==> config.mk <==
export PLATFORM = sky130hd
export DESIGN_NAME = serial_add_ctrl_flat
export DESIGN_NICKNAME = d
export VERILOG_FILES = /design/src/rtl/serial_add_if.sv /design/src/rtl/serial_add_ctrl.sv /design/src/flat_wrapper.sv
export SDC_FILE = /design/constraint.sdc
export NUM_CORES = 1
export LEC_CHECK = 0
export CAP_MARGIN = 20
export CORE_ASPECT_RATIO = 2
export CORE_MARGIN = 1.5
export CORE_UTILIZATION = 30
export CTS_CLUSTER_SIZE = 40
export DETAILED_ROUTE_END_ITERATION = 8
export GPL_TIMING_DRIVEN = 0
export PLACE_DENSITY_LB_ADDON = 0.12
export SLEW_MARGIN = 25
export SYNTH_ARGS = -nofsm -noshare
export SYNTH_HDL_FRONTEND = slang
export SYNTH_SLANG_ARGS = --single-unit
export TNS_END_PERCENT = 30
==> constraint.sdc <==
create_clock -name clk -period 1.3 [get_ports clk]
set_input_delay 0.13 -clock clk [delete_from_list [all_inputs] [get_ports clk]]
set_output_delay 0.13 -clock clk [all_outputs]
set_load 0.02 [all_outputs]
==> src/rtl/serial_add_if.sv <==
// Bundle of signals between a bit-serial adder controller, the datapath that
// requests additions from it, and the shared combinational full-adder cell.
//
// Signals:
//   start, op_a, op_b, cin  request side: start pulse plus operands/carry-in
//   busy, done              status: busy during RUN, done pulses one cycle
//   result, cout            registered sum and final carry-out
//   fa_a, fa_b, fa_c        bit pair and carry presented to the full-adder cell
//   fa_sum, fa_cout         sum and carry returned by the full-adder cell
//
// Modports:
//   master  environment side (requesting datapath together with the adder cell)
//   slave   the serial_add_ctrl controller
interface serial_add_if #(
    parameter int WIDTH = 8
);
    logic             start;
    logic [WIDTH-1:0] op_a;
    logic [WIDTH-1:0] op_b;
    logic             cin;
    logic             busy;
    logic             done;
    logic [WIDTH-1:0] result;
    logic             cout;
    logic             fa_a;
    logic             fa_b;
    logic             fa_c;
    logic             fa_sum;
    logic             fa_cout;

    modport master (
        output start, op_a, op_b, cin, fa_sum, fa_cout,
        input  busy, done, result, cout, fa_a, fa_b, fa_c
    );

    modport slave (
        input  start, op_a, op_b, cin, fa_sum, fa_cout,
        output busy, done, result, cout, fa_a, fa_b, fa_c
    );
endinterface

==> src/rtl/serial_add_ctrl.sv <==
// Bit-serial addition controller. Time-shares one external combinational
// full-adder cell to add two WIDTH-bit operands, LSB first, one bit per clock.
//
// Ports:
//   clk    rising-edge clock
//   reset  asynchronous, active-high reset; aborts any addition in progress
//   bus    serial_add_if.slave: start/op_a/op_b/cin request, busy/done status,
//          result/cout outputs, fa_a/fa_b/fa_c to the cell, fa_sum/fa_cout back
//
// A start accepted at edge k gives busy for cycles k+1..k+WIDTH and a one-cycle
// done in the following cycle; {cout,result} = op_a + op_b + cin.
module serial_add_ctrl #(
    parameter int WIDTH = 8
) (
    input  logic         clk,
    input  logic         reset,
    serial_add_if.slave  bus
);

    localparam int             CNT_W = (WIDTH > 1) ? $clog2(WIDTH) : 1;
    localparam logic [CNT_W-1:0] LAST = CNT_W'(WIDTH - 1);

    typedef enum logic [1:0] {
        IDLE = 2'd0,
        RUN  = 2'd1,
        DONE = 2'd2
    } state_t;

    state_t           state_q, state_d;
    logic [WIDTH-1:0] a_q, a_d;
    logic [WIDTH-1:0] b_q, b_d;
    logic [WIDTH-1:0] res_q, res_d;
    logic             carry_q, carry_d;
    logic             cout_q, cout_d;
    logic [CNT_W-1:0] cnt_q, cnt_d;
    logic             fa_a, fa_b, fa_c;

    always_ff @(posedge clk or posedge reset) begin
        if (reset) begin
            state_q <= IDLE;
            a_q     <= '0;
            b_q     <= '0;
            res_q   <= '0;
            carry_q <= 1'b0;
            cout_q  <= 1'b0;
            cnt_q   <= '0;
        end else begin
            state_q <= state_d;
            a_q     <= a_d;
            b_q     <= b_d;
            res_q   <= res_d;
            carry_q <= carry_d;
            cout_q  <= cout_d;
            cnt_q   <= cnt_d;
        end
    end

    always_comb begin
        state_d = state_q;
        a_d     = a_q;
        b_d     = b_q;
        res_d   = res_q;
        carry_d = carry_q;
        cout_d  = cout_q;
        cnt_d   = cnt_q;
        fa_a    = 1'b0;
        fa_b    = 1'b0;
        fa_c    = 1'b0;

        case (state_q)
            IDLE, DONE: begin
                // DONE accepts a new request exactly like IDLE so that
                // back-to-back additions lose only the done cycle.
                if (bus.start) begin
                    a_d     = bus.op_a;
                    b_d     = bus.op_b;
                    carry_d = bus.cin;
                    cnt_d   = '0;
                    res_d   = '0;
                    state_d = RUN;
                end else begin
                    state_d = IDLE;
                end
            end
            RUN: begin
                fa_a    = a_q[0];
                fa_b    = b_q[0];
                fa_c    = carry_q;
                // Sum bits enter at the MSB; after WIDTH shifts bit 0 of the
                // operands has reached result[0].
                res_d   = {bus.fa_sum, res_q[WIDTH-1:1]};
                carry_d = bus.fa_cout;
                a_d     = a_q >> 1;
                b_d     = b_q >> 1;
                cnt_d   = cnt_q + CNT_W'(1);
                if (cnt_q == LAST) begin
                    cout_d  = bus.fa_cout;
                    state_d = DONE;
                end
            end
            default: begin
                state_d = IDLE;
            end
        endcase
    end

    assign bus.busy   = (state_q == RUN);
    assign bus.done   = (state_q == DONE);
    assign bus.result = res_q;
    assign bus.cout   = cout_q;
    assign bus.fa_a   = fa_a;
    assign bus.fa_b   = fa_b;
    assign bus.fa_c   = fa_c;

endmodule
==> src/flat_wrapper.sv <==
// flat-port wrapper written by rule: the top's interface ports become plain ports
module serial_add_ctrl_flat 
#(
    parameter int WIDTH = 8
)
  (clk, reset, bus_start, bus_op_a, bus_op_b, bus_cin, bus_fa_sum, bus_fa_cout, bus_busy, bus_done, bus_result, bus_cout, bus_fa_a, bus_fa_b, bus_fa_c);
  serial_add_if #(.WIDTH(WIDTH)) bus_i ();
  input  logic clk;
  input  logic reset;
  input wire logic [$bits(bus_i.start)-1:0] bus_start;
  input wire logic [$bits(bus_i.op_a)-1:0] bus_op_a;
  input wire logic [$bits(bus_i.op_b)-1:0] bus_op_b;
  input wire logic [$bits(bus_i.cin)-1:0] bus_cin;
  input wire logic [$bits(bus_i.fa_sum)-1:0] bus_fa_sum;
  input wire logic [$bits(bus_i.fa_cout)-1:0] bus_fa_cout;
  output wire logic [$bits(bus_i.busy)-1:0] bus_busy;
  output wire logic [$bits(bus_i.done)-1:0] bus_done;
  output wire logic [$bits(bus_i.result)-1:0] bus_result;
  output wire logic [$bits(bus_i.cout)-1:0] bus_cout;
  output wire logic [$bits(bus_i.fa_a)-1:0] bus_fa_a;
  output wire logic [$bits(bus_i.fa_b)-1:0] bus_fa_b;
  output wire logic [$bits(bus_i.fa_c)-1:0] bus_fa_c;
  assign bus_i.start = bus_start;
  assign bus_i.op_a = bus_op_a;
  assign bus_i.op_b = bus_op_b;
  assign bus_i.cin = bus_cin;
  assign bus_i.fa_sum = bus_fa_sum;
  assign bus_i.fa_cout = bus_fa_cout;
  assign bus_busy = bus_i.busy;
  assign bus_done = bus_i.done;
  assign bus_result = bus_i.result;
  assign bus_cout = bus_i.cout;
  assign bus_fa_a = bus_i.fa_a;
  assign bus_fa_b = bus_i.fa_b;
  assign bus_fa_c = bus_i.fa_c;
  serial_add_ctrl #(.WIDTH(WIDTH)) u_core (.clk(clk), .reset(reset), .bus(bus_i));
endmodule
==> summary.txt, run 1 <==
Floorplan
  – Die ar.: 0.00497 mm2
  – FP Rows: 34
  – Die Y-Extent: 98.2 um
  – Top Ports: 36
  – Core ar.: 0.00434 mm2
  – Starting density of the core: 0.313
  – Die Wd: 50.6 um

Synthesis
  – XOR/XNOR Fraction of Synth Area: 0
  – Largest family of logic cells by synthesized area: compound AO/OA/AOI/OAI gates
  – Synthesized Nets: 143
  – Avg Inst Size Synth: 11.4 um2
  – Mapped cell area: 0.00136 mm2
  – Post-Synth Adder-Cell Area: 0.0184
  – Unique masters post-synth: 25
  – Post-Synth Simple-Gate Area: 0.144
  – Yosys warning count: 0
  – Syn Inst Count: 119
  – Post-synthesis register bit count: 31
  – Compound-gate portion of the synthesized area: 0.167
  – Mux share of post-synthesis cell area: 0.0424
  – Seq/Total Area, Yosys: 0.571

Setup path
  – Critical-path maximum fanout: 3
  – Flop2flop setup slack: -90 ps
  – Slowest CP cell: dfrtp_1
  – Crit path buffers/inverters: 0
  – Path length in cells of the critical path: 4
  – CP arrival: 1560 ps
  – CP cell instances: ha_2 > ha_4 > mux2_4 > a22o_1
  – CP startpoint kind: register
  – Worst path max stage delay: 400 ps
  – Worst Path Required: 1470 ps
  – Worst reg2reg path depth: 4
  – Cell family with most CP delay: adder cells
  – Crit. End Element: register
  – Critical path class: register to register

Pwr
  – Peak VDD IR: 1.22 mV
  – Switch share: 0.378
  – Psw: 1.94 mW
  – Clock power frac: 0.141
  – Lkg Pwr: 0.901 nW
  – Reg power frac: 0.335
  – Gate power share: 0.524
  – Pint: 3.20 mW
  – PD cells: 2530 mW/mm2

Place
  – DP HPWL: 2410 um
  – I/O Buffers: 35
  – Place WS: -591 ps
  – Cell total after placement: 208
  – RePlAce Congestion: 0.737

Finish
  – Final Instance Count excl. Fillers: 225
  – N_diodes: 0
  – Fillers: 430
  – Net count, final: 194
  – Most common cell after layout, fill and taps aside: dfrtp_1
  – Post-layout util: 0.467
  – Most frequent cells in the layout: 31 x dfrtp_1, 21 x clkdlybuf4s50_1, 13 x buf_4, 13 x nor2_1, 12 x a22o_1
  – Syn-to-layout area delta: 49.2%
  – Layout cells sized above 1: 0.304

Clock network
  – # H-tree levels: 2
  – CTS root buffer: clkbuf_8
  – CTS sink cnt: 31
  – Clock Path Buffers: 2
  – Num CTS Buffers: 5
  – TritonCTS clock tree: yes
  – Skew-Pair Late Insertion Delay: 280 ps
  – Reg clk slew, reported paths: 70 ps

GRT
  – Largest net degree at the start of global routing: 32
  – Vias in the first global route: 1176
  – First-pass GRT wire length: 5750 um
  – Initial antenna violation count: 0
  – GRT Total Usage: 0.154
  – Overflow after GRT: 0

STA
  – Final cycle utilization of the critical path: 1.07
  – Post-layout minimum cycle time: 1390 ps
  – Final setup violation count: 10
  – Final worst setup slack: -92.4 ps
  – Tightest Pin Transition: 657 ps
  – Fin Clk Skew: 5.82 ps
  – Fmax: 718 MHz
  – Final hold vios: 0
  – RSZ-0062 raised after global routing: true
  – Slew Viols, Final: 0
  – Max-Slew Margin vs Limit: 0.561

Status
  – Failing checks: negative setup slack
  – Status: finished, violations left

Drt
  – Vias/cell: 4.97
  – 1st-iter DRT viols: 25
  – Final WL: 3470 um
  – Routed len/inst: 15.4 um
  – DRT Pass-1 Iters: 4
  – DRC: 0
  – Antenna viol nets, final: 0
  – DR vias: 1118

Flow run
  – MaxCap Viol Count: 0

Hold path
  – Worst Hold Class: input port to async pin
[routing by layer]
metal  vias up  part of all wire  GRT usage
met5         -                 0          0
met4         0             0.016     0.0686
met3         5             0.038     0.0291
met2        31              0.56      0.275
met1       552              0.39      0.172
li1        530                 -          -
[power by group through the flow]
stage / combinational [mW] / clock, mW / sequential, mW
2_1_floorplan: 1.44 / 0 / 1.79
3_3_place_gp: 2.29 / 0 / 1.68
3_5_place_dp: 2.34 / 0 / 1.71
4_1_cts: 2.56 / 0.751 / 1.70
5_1_grt: 2.93 / 0.787 / 1.78
6_report: 2.69 / 0.724 / 1.72
[Yosys cell counts]
cell type / n / share of area
a211oi_1: 2 / 0.011
a21oi_1: 3 / 0.011
a22o_1: 12 / 0.077
and2_1: 2 / 0.0092
and2_4: 1 / 0.0064
buf_2: 4 / 0.015
buf_4: 4 / 0.022
buf_8: 1 / 0.011
dfrtp_1: 31 / 0.57
ha_1: 2 / 0.018
inv_1: 2 / 0.0055
inv_4: 1 / 0.0046
mux2_2: 2 / 0.017
mux2_4: 1 / 0.011
mux2i_1: 2 / 0.015
nand2b_2: 1 / 0.0064
nand2b_4: 1 / 0.010
nand3_1: 1 / 0.0037
nor2_1: 14 / 0.039
nor2_2: 1 / 0.0046
nor2b_1: 3 / 0.014
nor2b_2: 1 / 0.0064
nor3_1: 12 / 0.044
o21ai_0: 2 / 0.0074
o22ai_1: 13 / 0.060
[registers in the layout, summed over array words and instances, names as in the netlist]
name / count
u_core.state_q: 2
u_core.b_q: 8
u_core.cnt_q: 3
u_core.a_q: 8
u_core.bus.result: 8
u_core.bus.cout: 1
u_core.carry_q: 1
[final timing paths]
check	startpoint	end
setup reg to reg	u_core.cnt_q[0]	u_core.cnt_q[2]
hold / removal	reset	u_core.b_q[7]
hold reg to reg	u_core.bus.result[0]	u_core.bus.result[0]
min in group clk	bus_op_a[2]	u_core.a_q[2]
setup / recovery	u_core.cnt_q[0]	u_core.cnt_q[2]
max in group asynchronous	reset	u_core.state_q[1]
[cell type report]
class	count	area, um2	area share
buffer	7	75.1	0.0370
sequential	31	776	0.383
timing repair buffer	46	428	0.211
inverter	3	18.8	0.00926
tap	54	67.6	0.0333
multi-input combinational	76	578	0.285
clock inverter	3	15.0	0.00741
clock buffer	5	68.8	0.0340
[cells by family after synthesis]
logic type / Yosys count
compound gates: 32
fa+ha+maj: 2
buf+inv: 12
flops: 31
mux: 5
simple gates: 37
[repair_timing]
action | 4_1_cts | 5_1_grt
buffers inserted | 8 | 3
setup endpoints to repair | 38 | 31
pin swaps | 3 | 2
hold buffers | 0 | 0
resized for setup | 52 | 11
[stage by stage]
stage / power [mW] / hold WS (ps) / TNS (ps) / instance area [um2]
after floorplan: 3.23 / 234 / -101 / 1370
after global routing: 5.49 / 316 / -1390 / 2030
after CTS: 5.02 / 285 / -1330 / 1960
final: 5.13 / 262 / -382 / 2030
after detailed placement: 4.05 / 497 / -10750 / 1790
after global placement: 3.97 / 485 / -17840 / 1790
(Power assumes the default switching activity.)
==> inputs of run 2 (changes only) <==
--- a/config.mk
+++ b/config.mk
@@ -9,10 +9,11 @@
 export CORE_ASPECT_RATIO = 2
 export CORE_MARGIN = 1.5
 export CORE_UTILIZATION = 30
-export CTS_CLUSTER_SIZE = 40
+export CTS_CLUSTER_SIZE = 16
 export DETAILED_ROUTE_END_ITERATION = 8
 export GPL_TIMING_DRIVEN = 0
 export PLACE_DENSITY_LB_ADDON = 0.12
+export SKIP_LAST_GASP = 1
 export SLEW_MARGIN = 25
 export SYNTH_ARGS = -nofsm -noshare
 export SYNTH_HDL_FRONTEND = slang
==> run 2 against run 1 <==
  * The flow still finishes with violations (negative setup slack)
  * Setup slack worse by 22 ps
  * Worst hold slack worse by 5.9 ps
  * Wire length is 0.75% lower
  * Via count is 2.3% lower
  * Sequential share of layout area is 0.87 points higher
  * Power is 1.5% lower
  * Critical path depth is 3 lower
  * Non-clock buffer count is 2 lower
==> summary.txt, run 2 (synthesis gave the netlist of run 1 again) <==
Pwr
  – Peak VDD IR: 1.12 mV
  – Lkg Pwr: 0.894 nW
  – PD cells: 2550 mW/mm2

Setup path
  – CP startpoint kind: register
  – Crit. End Element: output port
  – Slowest CP cell: clkdlybuf4s50_1
  – Worst path max stage delay: 620 ps
  – Worst Path Required: 1170 ps
  – Crit path buffers/inverters: 1
  – Critical-path maximum fanout: 3
  – CP arrival: 1280 ps
  – CP cell instances: clkdlybuf4s50_1
  – Cell family with most CP delay: buffers and inverters
  – Critical path class: register to output port

Drt
  – Antenna viol nets, final: 0
  – 1st-iter DRT viols: 5
  – Vias/cell: 4.90
  – DR vias: 1092
  – DRT Pass-1 Iters: 2
  – DRC: 0
  – Final WL: 3440 um
  – Routed len/inst: 15.4 um

Clock network
  – CTS root buffer: clkbuf_8
  – TritonCTS clock tree: yes
  – # H-tree levels: 2
  – Num CTS Buffers: 5
  – Clock Path Buffers: 2
  – Reg clk slew, reported paths: 70 ps
  – Skew-Pair Late Insertion Delay: 290 ps
  – CTS sink cnt: 31

Finish
  – N_diodes: 0
  – Net count, final: 192
  – Most common cell after layout, fill and taps aside: dfrtp_1
  – Area of the multi-input gates: 542 um2
  – Most frequent cells in the layout: 31 x dfrtp_1, 27 x clkdlybuf4s50_1, 13 x nor2_1
  – Fillers: 438
  – Syn-to-layout area delta: 45.9%
  – Reg area: 776 um2
  – Layout cells sized above 1: 0.266
  – Post-route cell area: 0.00198 mm2

STA
  – Final setup violation count: 13
  – Final worst setup slack: -114 ps
  – Setup_tns: -972 ps
  – Post-layout minimum cycle time: 1410 ps
  – Final cycle utilization of the critical path: 1.09
  – Tightest Pin Transition: 657 ps
  – Max-Slew Margin vs Limit: 0.562
  – Fmax: 707 MHz
  – Fin Clk Skew: 5.94 ps
  – Slew Viols, Final: 0
  – Final hold vios: 0
  – RSZ-0062 raised after global routing: true

Floorplan
  – Die ar.: 0.00497 mm2
  – Die Y-Extent: 98.2 um
  – Core ar.: 0.00434 mm2
  – Die Wd: 50.6 um
  – Top Ports: 36
  – Starting density of the core: 0.313
  – FP Rows: 34

Place
  – Placement Cell Area: 0.00179 mm2
  – I/O Buffers: 35
  – DP HPWL: 2410 um
  – Place WS: -591 ps
  – RePlAce Congestion: 0.737

GRT
  – Initial antenna violation count: 0
  – Overflow after GRT: 0
  – First-pass GRT wire length: 5820 um
  – GRT Total Usage: 0.156
  – Vias in the first global route: 1190
  – Largest net degree at the start of global routing: 32

Flow run
  – MaxCap Viol Count: 0

Hold path
  – Worst Hold Class: input port to async pin

Status
  – Status: finished, violations left
  – Failing checks: negative setup slack
-- run 2: cell types whose count changed in the layout (fill, tap and decap cells not counted), sizes merged --
cell / delta
dlygate4sd2: -9
dlymetal6s2s: +3
buf: -2
clkdlybuf4s50: +6
-- run 2: final timing paths --
path	from	end	slack, ps	cells after the start
min in group clk	bus_op_a[2]	u_core.a_q[2]	440	3
max reg2reg	u_core.cnt_q[0]	u_core.cnt_q[2]	-100	4
min reg2reg	u_core.bus.result[0]	u_core.bus.result[0]	510	1
max	u_core.bus.result[1]	bus_result[1]	-110	1
max in group asynchronous	reset	u_core.state_q[1]	610	2
min	reset	u_core.b_q[7]	260	2
-- run 2: through the flow --
stage	utilization	instances	power [mW]	hold slack, ps
final	0.457	223	5.06	256
after global routing	0.457	223	5.41	317
after CTS	0.449	223	5.05	285
after detailed placement	0.413	208	4.05	497
after global placement	0.413	208	3.97	485
after floorplan	-	119	3.23	234
-- run 2: area by class of cell --
| class | count | share of cell area |
|---|---|---|
| clock inverters | 3 | 0.00758 |
| multi-input cells | 76 | 0.273 |
| clock buffers | 5 | 0.0347 |
| flip-flops and latches | 31 | 0.391 |
| inverters | 3 | 0.00947 |
| repair buffers | 44 | 0.211 |
| well taps | 54 | 0.0341 |
| plain buffers | 7 | 0.0379 |
-- run 2: where the power goes --
part | switching (mW) | internal [mW]
Sequential | 0.293 | 1.41
Clock | 0.362 | 0.365
Combinational | 1.24 | 1.38
Total | 1.90 | 3.16
-- run 2: layer usage --
metal / share of wire / wire length (um) / vias up / GRT usage
met4: 0.022 / 74 / 0 / 0.0686
met1: 0.38 / 1300 / 535 / 0.172
met5: 0 / 0 / - / 0
met2: 0.56 / 1940 / 25 / 0.280
met3: 0.036 / 124 / 6 / 0.0291
li1: - / - / 526 / -
-- run 2: what timing repair did --
item                       in CTS  in global routing
resized for setup              37                 12
pin swaps                       1                  0
buffers inserted                8                  1
setup endpoints to repair      38                 41
hold buffers                    0                  0
==> inputs of run 3 (changes only) <==
--- a/config.mk
+++ b/config.mk
@@ -6,9 +6,11 @@
 export NUM_CORES = 1
 export LEC_CHECK = 0
 export CAP_MARGIN = 20
+export CELL_PAD_IN_SITES_DETAIL_PLACEMENT = 2
+export CELL_PAD_IN_SITES_GLOBAL_PLACEMENT = 2
 export CORE_ASPECT_RATIO = 2
 export CORE_MARGIN = 1.5
-export CORE_UTILIZATION = 30
+export CORE_UTILIZATION = 27
 export CTS_CLUSTER_SIZE = 16
 export DETAILED_ROUTE_END_ITERATION = 8
 export GPL_TIMING_DRIVEN = 0
==> run 3 against run 2 <==
  * The flow still finishes with violations (negative setup slack)
  * Worst hold slack improved by 12 ps
  * Critical path type unchanged
  * Maximum frequency increased by 2.2%
  * Critical endpoint is now bus_fa_c
  * Via count increased by 7.1%
  * Sequential power about the same
  * Largest power group unchanged
==> summary.txt, run 3 (synthesis gave the netlist of run 1 again) <==
GRT
  – Vias in the first global route: 1412
  – First-pass GRT wire length: 6730 um
  – Initial antenna violation count: 0
  – GRT Total Usage: 0.172
  – Largest net degree at the start of global routing: 32
  – Overflow after GRT: 0

Setup path
  – Slowest CP cell: dfrtp_1
  – CP startpoint kind: register
  – Reg-to-Reg End: u_core.cnt_q[2]
  – Critical path class: register to output port
  – Crit. End Element: output port
  – RR Startpoint: u_core.cnt_q[0]
  – Worst reg2reg path depth: 4
  – Crit path buffers/inverters: 3
  – Worst path max stage delay: 420 ps
  – Cell family with most CP delay: flip-flops
  – CP cell instances: nand2b_4 > inv_8 > buf_8 > and2_4 > buf_6
  – CP arrival: 1250 ps
  – Worst Path Required: 1170 ps
  – Flop2flop setup slack: -80 ps
  – Critical-path maximum fanout: 4

STA
  – Final cycle utilization of the critical path: 1.06
  – Final worst setup slack: -83.9 ps
  – RSZ-0062 raised after global routing: true
  – Fmax: 723 MHz
  – Setup_tns: -407 ps
  – Post-layout minimum cycle time: 1380 ps
  – Slew Viols, Final: 0
  – Tightest Pin Transition: 675 ps
  – Final hold vios: 0
  – Hold Slack: 268 ps
  – Final setup violation count: 7
  – Max-Slew Margin vs Limit: 0.550
  – Fin Clk Skew: 12.2 ps

Finish
  – Layout cells sized above 1: 0.311
  – Fillers: 528
  – Most common cell after layout, fill and taps aside: dfrtp_1
  – Syn-to-layout area delta: 54.7%
  – Most frequent cells in the layout: 31 x dfrtp_1, 22 x clkdlybuf4s50_1, 17 x buf_4
  – Net count, final: 200
  – Post-layout util: 0.432
  – N_diodes: 0

Clock network
  – Skew-Pair Late Insertion Delay: 280 ps
  – TritonCTS clock tree: yes
  – CTS sink cnt: 31
  – # H-tree levels: 2
  – CTS root buffer: clkbuf_8
  – CTS Hold Bufs: 0
  – Clock Path Buffers: 2
  – Num CTS Buffers: 5
  – Reg clk slew, reported paths: 70 ps

Pwr
  – Peak VDD IR: 1.14 mV
  – PD cells: 2610 mW/mm2
  – Lkg Pwr: 1.00 nW

Place
  – RePlAce Congestion: 0.687
  – DP HPWL: 2850 um
  – I/O Buffers: 35
  – Place WS: -606 ps

Floorplan
  – Starting density of the core: 0.279
  – Core ar.: 0.00486 mm2
  – FP Rows: 36
  – Top Ports: 36
  – Die Y-Extent: 103 um
  – Die ar.: 0.00549 mm2
  – Die Wd: 53.2 um

Status
  – Status: finished, violations left
  – Failing checks: negative setup slack

Drt
  – 1st-iter DRT viols: 8
  – DR vias: 1170
  – Final WL: 4190 um
  – DRC: 0
  – DRT Pass-1 Iters: 3
  – Routed len/inst: 17.9 um
  – Vias/cell: 5.00
  – Antenna viol nets, final: 0

Flow run
  – MaxCap Viol Count: 0

Hold path
  – Worst Hold Class: input port to async pin
## run 3: layout make-up
class	instances	area (um2)	area share
inverter	3	18.8	0.00893
multi-input combinational	76	566	0.269
sequential	31	776	0.369
buffer	7	78.8	0.0375
clock buffer	8	100	0.0476
timing repair buffer	52	492	0.234
tap	57	71.3	0.0339
## run 3: how the worst max path moves through the flow
stage                     slack [ps]         endpoint  cells after the start                 start
final                            -80         bus_fa_c                      5     u_core.state_q[0]
after global routing            -140    bus_result[0]                      1  u_core.bus.result[0]
after CTS                       -170         bus_fa_a                      6     u_core.state_q[1]
after detailed placement        -610         bus_fa_c                      7     u_core.state_q[1]
after global placement          -600         bus_fa_c                      7     u_core.state_q[1]
after floorplan                  -30  u_core.bus.cout                      6     u_core.state_q[1]
## run 3: repair_timing
| action | CTS | global route |
|---|---|---|
| pin swaps | 1 | 1 |
| setup endpoints to repair | 40 | 39 |
| setup buffers | 8 | 9 |
| resized for setup | 47 | 10 |
## run 3: worst register-to-register path, delay by kind of cell, from the launching register on
kind,cells,cell delay [ps]
multiplexers,1,250
adder cells (fa/ha/maj),2,410
flip-flops,1,400
AO/OA/AOI/OAI,1,190
## run 3: power by group
part | internal (mW) | switching, mW | total [mW]
registers | 1.41 | 0.318 | 1.73
logic | 1.55 | 1.37 | 2.92
clock network | 0.483 | 0.352 | 0.835
## run 3: layer usage
| layer | GRT usage | routed length [um] |
|---|---|---|
| met2 | 0.332 | 2540 |
| met5 | 0 | 0 |
| met4 | 0.0651 | 52 |
| met1 | 0.169 | 1440 |
| met3 | 0.0402 | 155 |
## run 3: per-stage QoR
step           power, mW  instance area (um2)  cells
2_1_floorplan       3.23                 1370    119
3_3_place_gp        3.99                 1790    211
3_5_place_dp        4.14                 1790    211
4_1_cts             5.40                 2020    226
5_1_grt             5.87                 2100    234
6_report            5.49                 2100    234
